--- config.mk ---
export PLATFORM = sky130hd
export DESIGN_NAME = dm_ptr_lut
export DESIGN_NICKNAME = d
export VERILOG_FILES = /design/src/rtl/dm_lut_pkg.sv /design/src/rtl/dm_ptr_lut.sv
export SDC_FILE = /design/constraint.sdc
export NUM_CORES = 1
export LEC_CHECK = 0
export BUFFER_PORTS_ARGS = -buffer_cell sky130_fd_sc_hd__buf_2
export CORE_UTILIZATION = 38
export DETAILED_ROUTE_END_ITERATION = 12
export GPL_ROUTABILITY_DRIVEN = 1
export HOLD_SLACK_MARGIN = 0.05
export SYNTH_ARGS = -nofsm -noshare
export SYNTH_HDL_FRONTEND = slang
export SYNTH_SLANG_ARGS = --single-unit
export TNS_END_PERCENT = 1
--- constraint.sdc ---
create_clock -name CLK -period 1.95 [get_ports CLK]
set_input_delay 0.0975 -clock CLK [delete_from_list [all_inputs] [get_ports CLK]]
set_output_delay 0.0975 -clock CLK [all_outputs]
set_load 0.01 [all_outputs]
--- src/rtl/dm_lut_pkg.sv ---
// -----------------------------------------------------------------------------
// dm_lut_pkg
// Shared constants and helpers for the programmable data-memory pointer table.
//   DM_SEL_W, DM_AW, DM_STRIDE : default selector width, pointer width and
//                                post-increment amount
//   dm_ptr_t                   : pointer type at the default width
//   dm_lut_default()           : reset value of table entry k
// -----------------------------------------------------------------------------
package dm_lut_pkg;

  localparam int DM_SEL_W  = 2;
  localparam int DM_AW     = 8;
  localparam int DM_STRIDE = 1;

  // Widest legal pointer; callers truncate to their own AW.
  localparam int DM_AW_MAX = 16;

  typedef logic [DM_AW-1:0] dm_ptr_t;

  // Entries 0..depth-2 reset to k+3 (the legacy fixed table started at 3);
  // the last entry resets to all-ones so it points at the top of memory.
  function automatic logic [DM_AW_MAX-1:0] dm_lut_default(input int k,
                                                          input int depth,
                                                          input int aw);
    logic [DM_AW_MAX-1:0] val;
    if (k < depth - 1) begin
      val = DM_AW_MAX'(k + 3);
    end else begin
      val = DM_AW_MAX'((1 << aw) - 1);
    end
    return val;
  endfunction

endpackage

--- src/rtl/dm_ptr_lut.sv ---
// -----------------------------------------------------------------------------
// dm_ptr_lut
// Programmable data-memory address pointer table. Holds 2**SEL_W pointers of
// AW bits; a read returns the selected pointer one cycle later, optionally
// post-incrementing it by STRIDE (modulo 2**AW) for streaming access.
//
// Ports
//   CLK        in   system clock, rising edge
//   reset      in   synchronous active-high reset
//   ptr_i      in   read selector
//   rd_en      in   read request for entry ptr_i
//   inc_en     in   post-increment entry ptr_i (only with rd_en)
//   wr_en      in   program entry wr_sel with wr_data
//   wr_sel     in   write selector
//   wr_data    in   value to program
//   dm_o       out  registered pointer value
//   dm_vld_o   out  dm_o valid, one cycle after an accepted read
//   wrap_err_o out  sticky post-increment wrap flag
//                   (only when DM_PTR_LUT_WRAP_CHK_EN is defined)
//
// Same-edge priority: reads see the pre-edge value; a write to the entry
// being incremented wins and the increment is dropped.
// -----------------------------------------------------------------------------
module dm_ptr_lut
  import dm_lut_pkg::*;
#(
  parameter int SEL_W  = DM_SEL_W,
  parameter int AW     = DM_AW,
  parameter int STRIDE = DM_STRIDE
) (
  input  logic             CLK,
  input  logic             reset,
  input  logic [SEL_W-1:0] ptr_i,
  input  logic             rd_en,
  input  logic             inc_en,
  input  logic             wr_en,
  input  logic [SEL_W-1:0] wr_sel,
  input  logic [AW-1:0]    wr_data,
  output logic [AW-1:0]    dm_o,
  output logic             dm_vld_o
`ifdef DM_PTR_LUT_WRAP_CHK_EN
  ,
  output logic             wrap_err_o
`endif
);

  localparam int DEPTH = 1 << SEL_W;
  localparam logic [AW-1:0] STRIDE_V = AW'(STRIDE);

  logic [DEPTH-1:0][AW-1:0] table_q;
  logic [AW-1:0]            rd_val;
  logic [AW:0]              inc_sum;
  logic                     wr_hits_inc;
  logic                     do_inc;

  assign rd_val  = table_q[ptr_i];
  // Extra bit captures the carry out of AW for the wrap checker.
  assign inc_sum = {1'b0, rd_val} + {1'b0, STRIDE_V};

  assign wr_hits_inc = wr_en && (wr_sel == ptr_i);
  assign do_inc      = rd_en && inc_en && !wr_hits_inc;

  always_ff @(posedge CLK) begin
    if (reset) begin
      for (int k = 0; k < DEPTH; k++) begin
        table_q[k] <= AW'(dm_lut_default(k, DEPTH, AW));
      end
      dm_o     <= '0;
      dm_vld_o <= 1'b0;
    end else begin
      dm_vld_o <= rd_en;
      if (rd_en) begin
        dm_o <= rd_val;
      end
      if (do_inc) begin
        table_q[ptr_i] <= inc_sum[AW-1:0];
      end
      if (wr_en) begin
        table_q[wr_sel] <= wr_data;
      end
    end
  end

`ifdef DM_PTR_LUT_WRAP_CHK_EN
  logic [DEPTH-1:0] wrap_mask;
  logic [DEPTH-1:0] wrap_mask_nxt;

  // A dropped increment (write to the same entry) never flags a wrap; a write
  // clears the flag of the entry it reprograms.
  always_comb begin
    wrap_mask_nxt = wrap_mask;
    if (do_inc && inc_sum[AW]) begin
      wrap_mask_nxt[ptr_i] = 1'b1;
    end
    if (wr_en) begin
      wrap_mask_nxt[wr_sel] = 1'b0;
    end
  end

  always_ff @(posedge CLK) begin
    if (reset) begin
      wrap_mask  <= '0;
      wrap_err_o <= 1'b0;
    end else begin
      wrap_mask  <= wrap_mask_nxt;
      wrap_err_o <= |wrap_mask_nxt;
    end
  end
`endif

endmodule

## Word level (Yosys, flattened, before mapping)

Index checks and enable logic that the tools add are counted.
Widths: inputs -> output; s select.

| word-level totals | value |
|---|---|
| register bits after elaboration | 41 |
| input bits | 17 |
| logic and storage cells | 29 |

| operators by class | value |
|---|---|
| add/subtract/negate cells | 1 |
| order comparisons | 4 |
| equality and inequality tests | 1 |
| multiplexer cells | 11 |
| reduce and logical (&&, ||, !) cells | 6 |

Operators with widths:

| operator | number |
|---|---|
| $mux 32 | 3 |
| $bwmux 32 | 2 |
| $demux 8 s2 | 2 |
| $mux 8 | 3 |
| $bmux 8 s2 | 1 |
| $add 8x1->8 const B | 1 |
| $lt 2x3->1 const B | 2 |
| $logic_and 1x1->1 | 5 |
| $ge 2x1->1 const B | 2 |
| $eq 2x2->1 | 1 |
| $logic_not 1->1 | 1 |

## Longest topological paths before layout

Gate-level depths: netlist of run 1.

| logic depth | value |
|---|---|
| depth in word-level cells | 9 |
| gate-level depth with buffers | 9 |
| gate-level depth less buffers | 7 |

## Least setup slack after synthesis of run 1

No wires, ideal clock.

| timing path | value |
|---|---|
| path type | reg2reg |
| start point | reg table_q[24] in the netlist's numbering |
| end point | reg table_q[18] in the netlist's numbering |
| library setup time | 0.120 ns |
| arrival | 1.754 ns |
| data required time | 1.830 ns |
| slack | 0.077 ns |
| stages on the path, launching flop included | 9 |
| buffers on the path | 1 |
| clock period less this slack | 1.873 ns |
| cell sequence | dfxtp_1 -> mux4_2 -> buf_2 -> ha_1 -> inv_1 -> xnor2_1 -> mux2i_1 -> nor2_1 -> a211o_1 |

| on the way | value |
|---|---|
| word-level cells in the longest chain between the ends | 8 |

RTL lines:

| what | line | text |
|---|---|---|
| start: declaration | dm_ptr_lut.sv:50 | `logic [DEPTH-1:0][AW-1:0] table_q;` |
| start signal: indexed assignment | dm_ptr_lut.sv:66 | `table_q[k] <= AW'(dm_lut_default(k, DEPTH, AW));` |
| start signal: indexed assignment | dm_ptr_lut.sv:76 | `table_q[ptr_i] <= inc_sum[AW-1:0];` |
| start signal: indexed assignment | dm_ptr_lut.sv:79 | `table_q[wr_sel] <= wr_data;` |
| $bmux 8 s2 (*) | dm_ptr_lut.sv:56 | `assign rd_val = table_q[ptr_i];` |
| $mux 8 (implied by the code) (*) | dm_ptr_lut.sv:56 |  |
| named net rd_val[0] | dm_ptr_lut.sv:51 | `logic [AW-1:0] rd_val;` |
| $add 8x1->8 (*) | dm_ptr_lut.sv:58 | `assign inc_sum = {1'b0, rd_val} + {1'b0, STRIDE_V};` |
| $bwmux 32 (*) | dm_ptr_lut.sv:76 |  |
| $mux 32 (*) | dm_ptr_lut.sv:75 | `if (do_inc) begin` |
| $mux 32 (*) | dm_ptr_lut.sv:64 | `if (reset) begin` |
| $bwmux 32 | dm_ptr_lut.sv:79 |  |
| $mux 32 (*) | dm_ptr_lut.sv:78 | `if (wr_en) begin` |

Mark *: on every way through the listed nets, which the timed path passes. The rest lies on a longest branch. The select of a mux whose other input is x is not followed.
A chain may end at the register's enable or synchronous reset.

## Final worst setup path of run 1

| timing path | value |
|---|---|
| start point | reg table_q[24] in the netlist's numbering |
| end point | reg table_q[10] in the netlist's numbering |

| on the way | value |
|---|---|
| word-level cells in the longest chain between the ends | 8 |

RTL lines:

| what | line |
|---|---|
| $bmux 8 s2 (*) | dm_ptr_lut.sv:56 |
| $mux 8 (implied by the code) (*) | dm_ptr_lut.sv:56 |
| $add 8x1->8 (*) | dm_ptr_lut.sv:58 |
| $bwmux 32 (*) | dm_ptr_lut.sv:76 |
| $mux 32 (*) | dm_ptr_lut.sv:75 |
| $mux 32 (*) | dm_ptr_lut.sv:64 |
| $bwmux 32 | dm_ptr_lut.sv:79 |
| $mux 32 (*) | dm_ptr_lut.sv:78 |

Every way passes the cells marked *; elsewhere a longest branch is shown, timed or not. The select of a mux whose other input is x is not followed.

==> results.py, run 1 <==
metrics = {
    "critical_path": {
        "worstPathArrival_ps": 2090,
        "reg2reg_from": "table_q[24]$_SDFF_PP1_",
        "end_kind": "flip-flop",
        "crit_type": "flip-flop to flip-flop",
        "cp-start-kind": "flip-flop",
        "critical-path-top-delay-family": "multiplexers",
        "cp.depth": 7,
        "reg2reg_depth": 7,
        "startpoint": "table_q[24]$_SDFF_PP1_",
        "cp_max_fo": 4,
        "critical_path_buf_inv_count": 1,
        "path_cells": "mux4_2 > ha_1 > inv_1 > xnor2_2 > mux2i_1 > nor2_1 > a211o_1",
        "cpMaxStageDelayCell": "mux4_2",
        "slowest_delay_ps": 480,
        "worst-endpoint-required_ps": 2140,
    },
    "yosys": {
        "async_flop_share_pct": 0,
        "ys.flop_type": "dfxtp_1",
        "ys_seq_area_share_pct": 37.7,
        "yosysWarnings": 0,
        "synth_seq_cells": 41,
        "synth-edff-count": 0,
        "syn-cell-area_sq_mm": 0.00218,
        "synth.distinct_cells": 41,
        "synthCells": 236,
        "synth_nets": 254,
        "avgSynthCellArea_sq_um": 9.22,
    },
    "route": {
        "viasPerCell": 5.70,
        "first_pass_iters": 4,
        "wl_per_cell_um": 17.1,
        "drt_wl_total_mm": 5.96,
        "drc": 0,
        "antenna_left": 0,
        "drt_iter0_markers": 163,
        "vias": 1991,
    },
    "clock_network": {
        "cts_tree": "done",
        "numCtsBuffers": 5,
        "clk_pin_slew_ps": 80,
        "clk_path_buf_depth": 2,
        "numClockSinks": 41,
        "cts-root-buf": "clkbuf_8",
        "clock_latency_ps": 300,
        "htree_levels": 2,
    },
    "place": {
        "dp_hpwl_mm": 4.32,
        "gp_congestion": 0.794,
        "place_area_sq_mm": 0.00248,
        "port-buffer-count": 25,
    },
    "min_path": {
        "min_from": "wr_data[5]",
        "hold_depth": 2,
        "hp-class": "input port to flip-flop",
    },
    "finish": {
        "drive_gt1_share_pct": 27.4,
        "multiInputGateArea_sq_mm": 0.00127,
        "final_core_util_pct": 47.6,
        "finalNetCount": 294,
        "seq_area_sq_um": 821,
        "fin_area_sq_mm": 0.00262,
        "antennaDiodeCount": 0,
        "fillers": 553,
        "syn_to_final_growth_pct": 20.5,
    },
    "die": {
        "io_pins": 26,
        "core_sq_mm": 0.00551,
        "rows": 27,
        "die_y_um": 77.7,
        "start_util_pct": 39.5,
        "die_area_sq_mm": 0.00604,
        "die_w_um": 77.7,
    },
    "sta": {
        "period_minus_slack_ps": 1900,
        "worst_pin_slew_ps": 589,
        "setup_viol": 0,
        "post-route-period-util_pct": 97.2,
        "fmax_mhz": 527,
        "finalHoldViolCount": 0,
        "fin_worst_skew_ps": 7.28,
        "drv_slew": 0,
        "slew_headroom_pct": 60.6,
    },
    "power": {
        "power_density_mw_per_mm2": 788,
        "ir_worst_vdd_mv": 0.529,
        "leakagePower_nw": 1.03,
    },
    "grt": {
        "grt_pass1_vias": 1866,
        "grt_util_all_layers_pct": 21.0,
        "antenna_found_initial": 0,
        "grt-ovfl-total": 0,
        "grt_pass1_wl_mm": 9.65,
        "grt_max_degree": 20,
    },
    "job": {
        "cap_viol_max_count": 0,
    },
    "status": {
        "outcome": "completed",
    },
}
==> registers in the layout, summed over array words and instances (netlist names) <==
signal	count
table_q	32
dm_o	8
dm_vld_o	1
==> placed cells by master (no fill, tap or decap), types with 2 or more instances in the layout <==
cell,count
xnor2_2,2
nor2_1,29
dlygate4sd3_1,2
a2111oi_2,3
inv_1,2
a2bb2oi_1,6
buf_4,20
nand2_1,23
buf_2,25
a22oi_1,4
o21ai_0,10
a211oi_2,3
nand2b_1,3
nand4b_1,2
nand4_1,2
or3_1,4
nand3_1,6
or2_2,4
clkbuf_8,6
a21oi_1,15
mux4_2,8
mux2i_1,13
a211oi_1,5
xnor2_1,4
dfxtp_1,41
a31oi_1,4
o211ai_1,4
nor3_1,6
a211o_1,7
==> cell usage after synthesis (5+ instances only) <==
cell type  count  area [sq um]
o21ai_0       10          50.1
a211o_1        7          61.3
nor3_1         6          30.0
clkbuf_1       6          22.5
nand3_1        6          30.0
a2bb2oi_1      6          52.6
nor2_1        29           109
mux4_2         8           180
nand2_1       23          86.3
mux2i_1       13           130
a211oi_1       5          37.5
xnor2_1        5          43.8
a21oi_1       15          75.1
dfxtp_1       41           821
==> cell type report <==
class / instances / share of cell area, %
clock inverter: 1 / 1.14
sequential: 41 / 31.3
clock buffer: 7 / 3.29
timing repair buffer: 48 / 12.0
inverter: 2 / 0.286
tap: 72 / 3.43
multi-input combinational: 178 / 48.5
==> worst paths after layout <==
kind / endpoint / slack, ps
hold reg to reg: dm_o[6]$_SDFFE_PP0P_ / 490
setup reg to reg: table_q[10]$_SDFF_PP1_ / 50
setup / recovery: table_q[10]$_SDFF_PP1_ / 50
hold / removal: table_q[29]$_SDFF_PP1_ / 70
==> metrics by stage <==
| step | worst slack (ps) | hold slack (ps) | cells | total power [mW] | TNS, ps |
|---|---|---|---|---|---|
| after floorplan | 76.7 | 173 | 236 | 1.22 | 0 |
| after global placement | 60.2 | 357 | 339 | 1.35 | 0 |
| after detailed placement | 13.6 | 357 | 339 | 1.36 | 0 |
| after CTS | 68.0 | 55.1 | 349 | 2.08 | 0 |
| after global routing | -25.0 | 64.3 | 349 | 2.16 | -25.0 |
| final | 54.2 | 71.5 | 349 | 2.07 | 0 |
==> power breakdown <==
group	internal [mW]	switching (mW)	leakage (nW)
clock network	0.417	0.294	0.0585
logic	0.198	0.241	0.632
registers	0.892	0.0266	0.337
total	1.51	0.562	1.03
==> layer usage <==
layer  up-vias  track usage, %  wire (um)
met1       979            28.6       2820
met3         9            3.76        219
met4         0            6.23         89
met2        50            33.7       2830
met5         -               0          0
li1        953               -          -
==> kinds of logic after synthesis <==
group	Yosys count	share of synthesized area, %
AND/OR/NAND/NOR	83	17.5
AO/OA/AOI/OAI	67	23.0
flip-flops	41	37.7
multiplexers	21	14.3
buffers and inverters	17	4.14
XOR/XNOR	6	2.76
adder cells (fa/ha/maj)	1	0.575
==> what timing repair did <==
action,4_1_cts,5_1_grt
hold buffers,2,0
buffers inserted,0,0
resized for setup,0,1
endpoints found under the setup margin,0,1
endpoints found under the hold margin,3,0
(Power assumes the default switching activity.)
==> inputs of run 2 (changes only) <==
==> constraint.sdc (replaced) <==
create_clock -name CLK -period 1.7 [get_ports CLK]
set_input_delay 0.085 -clock CLK [delete_from_list [all_inputs] [get_ports CLK]]
set_output_delay 0.085 -clock CLK [all_outputs]
set_load 0.01 [all_outputs]
==> run 2 against run 1 <==
The run now ends with setup timing left; worst hold slack better by 6.0 ps; register-to-register slack worse by 130 ps; largest power group unchanged; via count is 3.1% higher; worst setup slack worse by 130 ps; cell count is 4.3% higher.
==> results.py, run 2 (synthesized netlist as in run 1, its figures left out) <==
metrics = {
    "clock_network": {
        "htree_levels": 2,
        "cts_tree": "done",
        "numClockSinks": 41,
        "clk_pin_slew_ps": 80,
        "clock_latency_ps": 290,
        "clk_path_buf_depth": 2,
        "cts-root-buf": "clkbuf_8",
        "numCtsBuffers": 5,
    },
    "min_path": {
        "hold_depth": 3,
        "hp-class": "input port to flip-flop",
    },
    "critical_path": {
        "worstPathArrival_ps": 1960,
        "r2r_slack_ps": -70,
        "cpMaxStageDelayCell": "mux4_2",
        "path_cells": "mux4_2 > ha_4 > mux2i_1 > a21oi_1 > or2_2",
        "reg2reg_depth": 5,
        "critical-path-top-delay-family": "multiplexers",
        "cp.depth": 5,
        "cp-start-kind": "flip-flop",
        "worst-endpoint-required_ps": 1890,
        "cp_max_fo": 5,
        "crit_type": "flip-flop to flip-flop",
        "critical_path_buf_inv_count": 0,
        "end_kind": "flip-flop",
        "slowest_delay_ps": 550,
    },
    "sta": {
        "finalHoldViolCount": 0,
        "finalWorstSetupSlack_ps": -72.3,
        "post-route-period-util_pct": 104,
        "slew_headroom_pct": 67.4,
        "fmax_mhz": 564,
        "tns_ps": -305,
        "rsz0062_at_grt": "yes",
        "drv_slew": 0,
        "worst_pin_slew_ps": 487,
        "period_minus_slack_ps": 1770,
        "setup_viol": 7,
        "fin_worst_skew_ps": 6.50,
    },
    "place": {
        "port-buffer-count": 25,
        "place_area_sq_mm": 0.00258,
        "dp_hpwl_mm": 4.56,
        "dp_worst_setup_slack_ps": -204,
        "gp_congestion": 0.852,
    },
    "finish": {
        "mostFrequentLayoutCells": "dfxtp_1, buf_4, nor2_1",
        "fin_area_sq_mm": 0.00279,
        "largest_reg_flops": 32,
        "reg_top3": "table_q x32, dm_o x8, dm_vld_o x1",
        "fillers": 513,
        "antennaDiodeCount": 0,
        "drive_gt1_share_pct": 33.9,
        "multiInputGateArea_sq_mm": 0.00133,
        "final_common_cell": "dfxtp_1",
        "seq_area_sq_um": 822,
        "syn_to_final_growth_pct": 28.3,
        "finalNetCount": 309,
        "top_register": "table_q",
    },
    "grt": {
        "grt-ovfl-total": 0,
        "grt_pass1_vias": 1935,
        "grt_max_degree": 21,
        "grt_pass1_wl_mm": 10.1,
        "grt_util_all_layers_pct": 22.2,
        "antenna_found_initial": 0,
    },
    "power": {
        "ir_worst_vdd_mv": 0.462,
        "power_density_mw_per_mm2": 882,
        "leakagePower_nw": 1.12,
    },
    "die": {
        "die_y_um": 77.7,
        "rows": 27,
        "die_area_sq_mm": 0.00604,
        "start_util_pct": 39.5,
        "core_sq_mm": 0.00551,
        "die_w_um": 77.7,
        "io_pins": 26,
    },
    "route": {
        "drc": 0,
        "vias": 2052,
        "wl_per_cell_um": 17.4,
        "viasPerCell": 5.64,
        "drt_wl_total_mm": 6.33,
        "first_pass_iters": 5,
        "drt_iter0_markers": 176,
        "antenna_left": 0,
    },
    "job": {
        "cap_viol_max_count": 0,
    },
    "status": {
        "violations": "setup timing",
        "outcome": "finished with violations",
    },
}
run 2: timing repair:
action	in CTS	in global routing
gates cloned	0	0
buffers inserted	0	2
resized for setup	2	11
setup endpoints to repair	11	27
pin swaps	3	6
hold buffers	3	0
endpoints found under the hold margin	4	0
run 2: final timing paths:
path / from / end
max: table_q[24]$_SDFF_PP1_ / table_q[1]$_SDFF_PP1_
min: wr_data[3] / table_q[27]$_SDFF_PP1_
max reg2reg: table_q[24]$_SDFF_PP1_ / table_q[1]$_SDFF_PP1_
min reg2reg: dm_o[2]$_SDFFE_PP0P_ / dm_o[2]$_SDFFE_PP0P_
run 2: cell type report:
type,instances,share of cell area [%]
clock buffers,7,3.09
well taps,72,3.23
inverters,2,0.448
flip-flops and latches,41,29.4
repair buffers,63,15.1
multi-input cells,178,47.6
clock inverters,1,1.08
run 2: layer usage:
| metal | share of wire, % | GRT usage [%] | up-vias |
|---|---|---|---|
| li1 | - | - | 987 |
| met4 | 1.7 | 7.74 | 0 |
| met3 | 7.4 | 4.12 | 9 |
| met2 | 44 | 34.2 | 86 |
| met5 | 0 | 0 | - |
| met1 | 47 | 30.9 | 970 |
run 2: stage by stage:
step                      utilization, %  power (mW)  hold WS [ps]  instances
after floorplan                        -        1.42           161        236
after detailed placement            46.9        1.61           347        351
after CTS                           49.6        2.44          64.8        362
after global routing                50.7        2.57          86.6        364
final                               50.7        2.46          77.5        364
after global placement              46.9        1.60           346        351
run 2: worst register-to-register path, cell delays in order, from the launching register on:
cell and delay (ps):
dfxtp_1 320, mux4_2 550, ha_4 280, mux2i_1 150, a21oi_1 80, or2_2 270
run 2: power breakdown:
group          internal, mW  switching (mW)  total [mW]
registers              1.02          0.0312        1.05
clock network         0.479           0.347       0.826
logic                 0.279           0.306       0.584
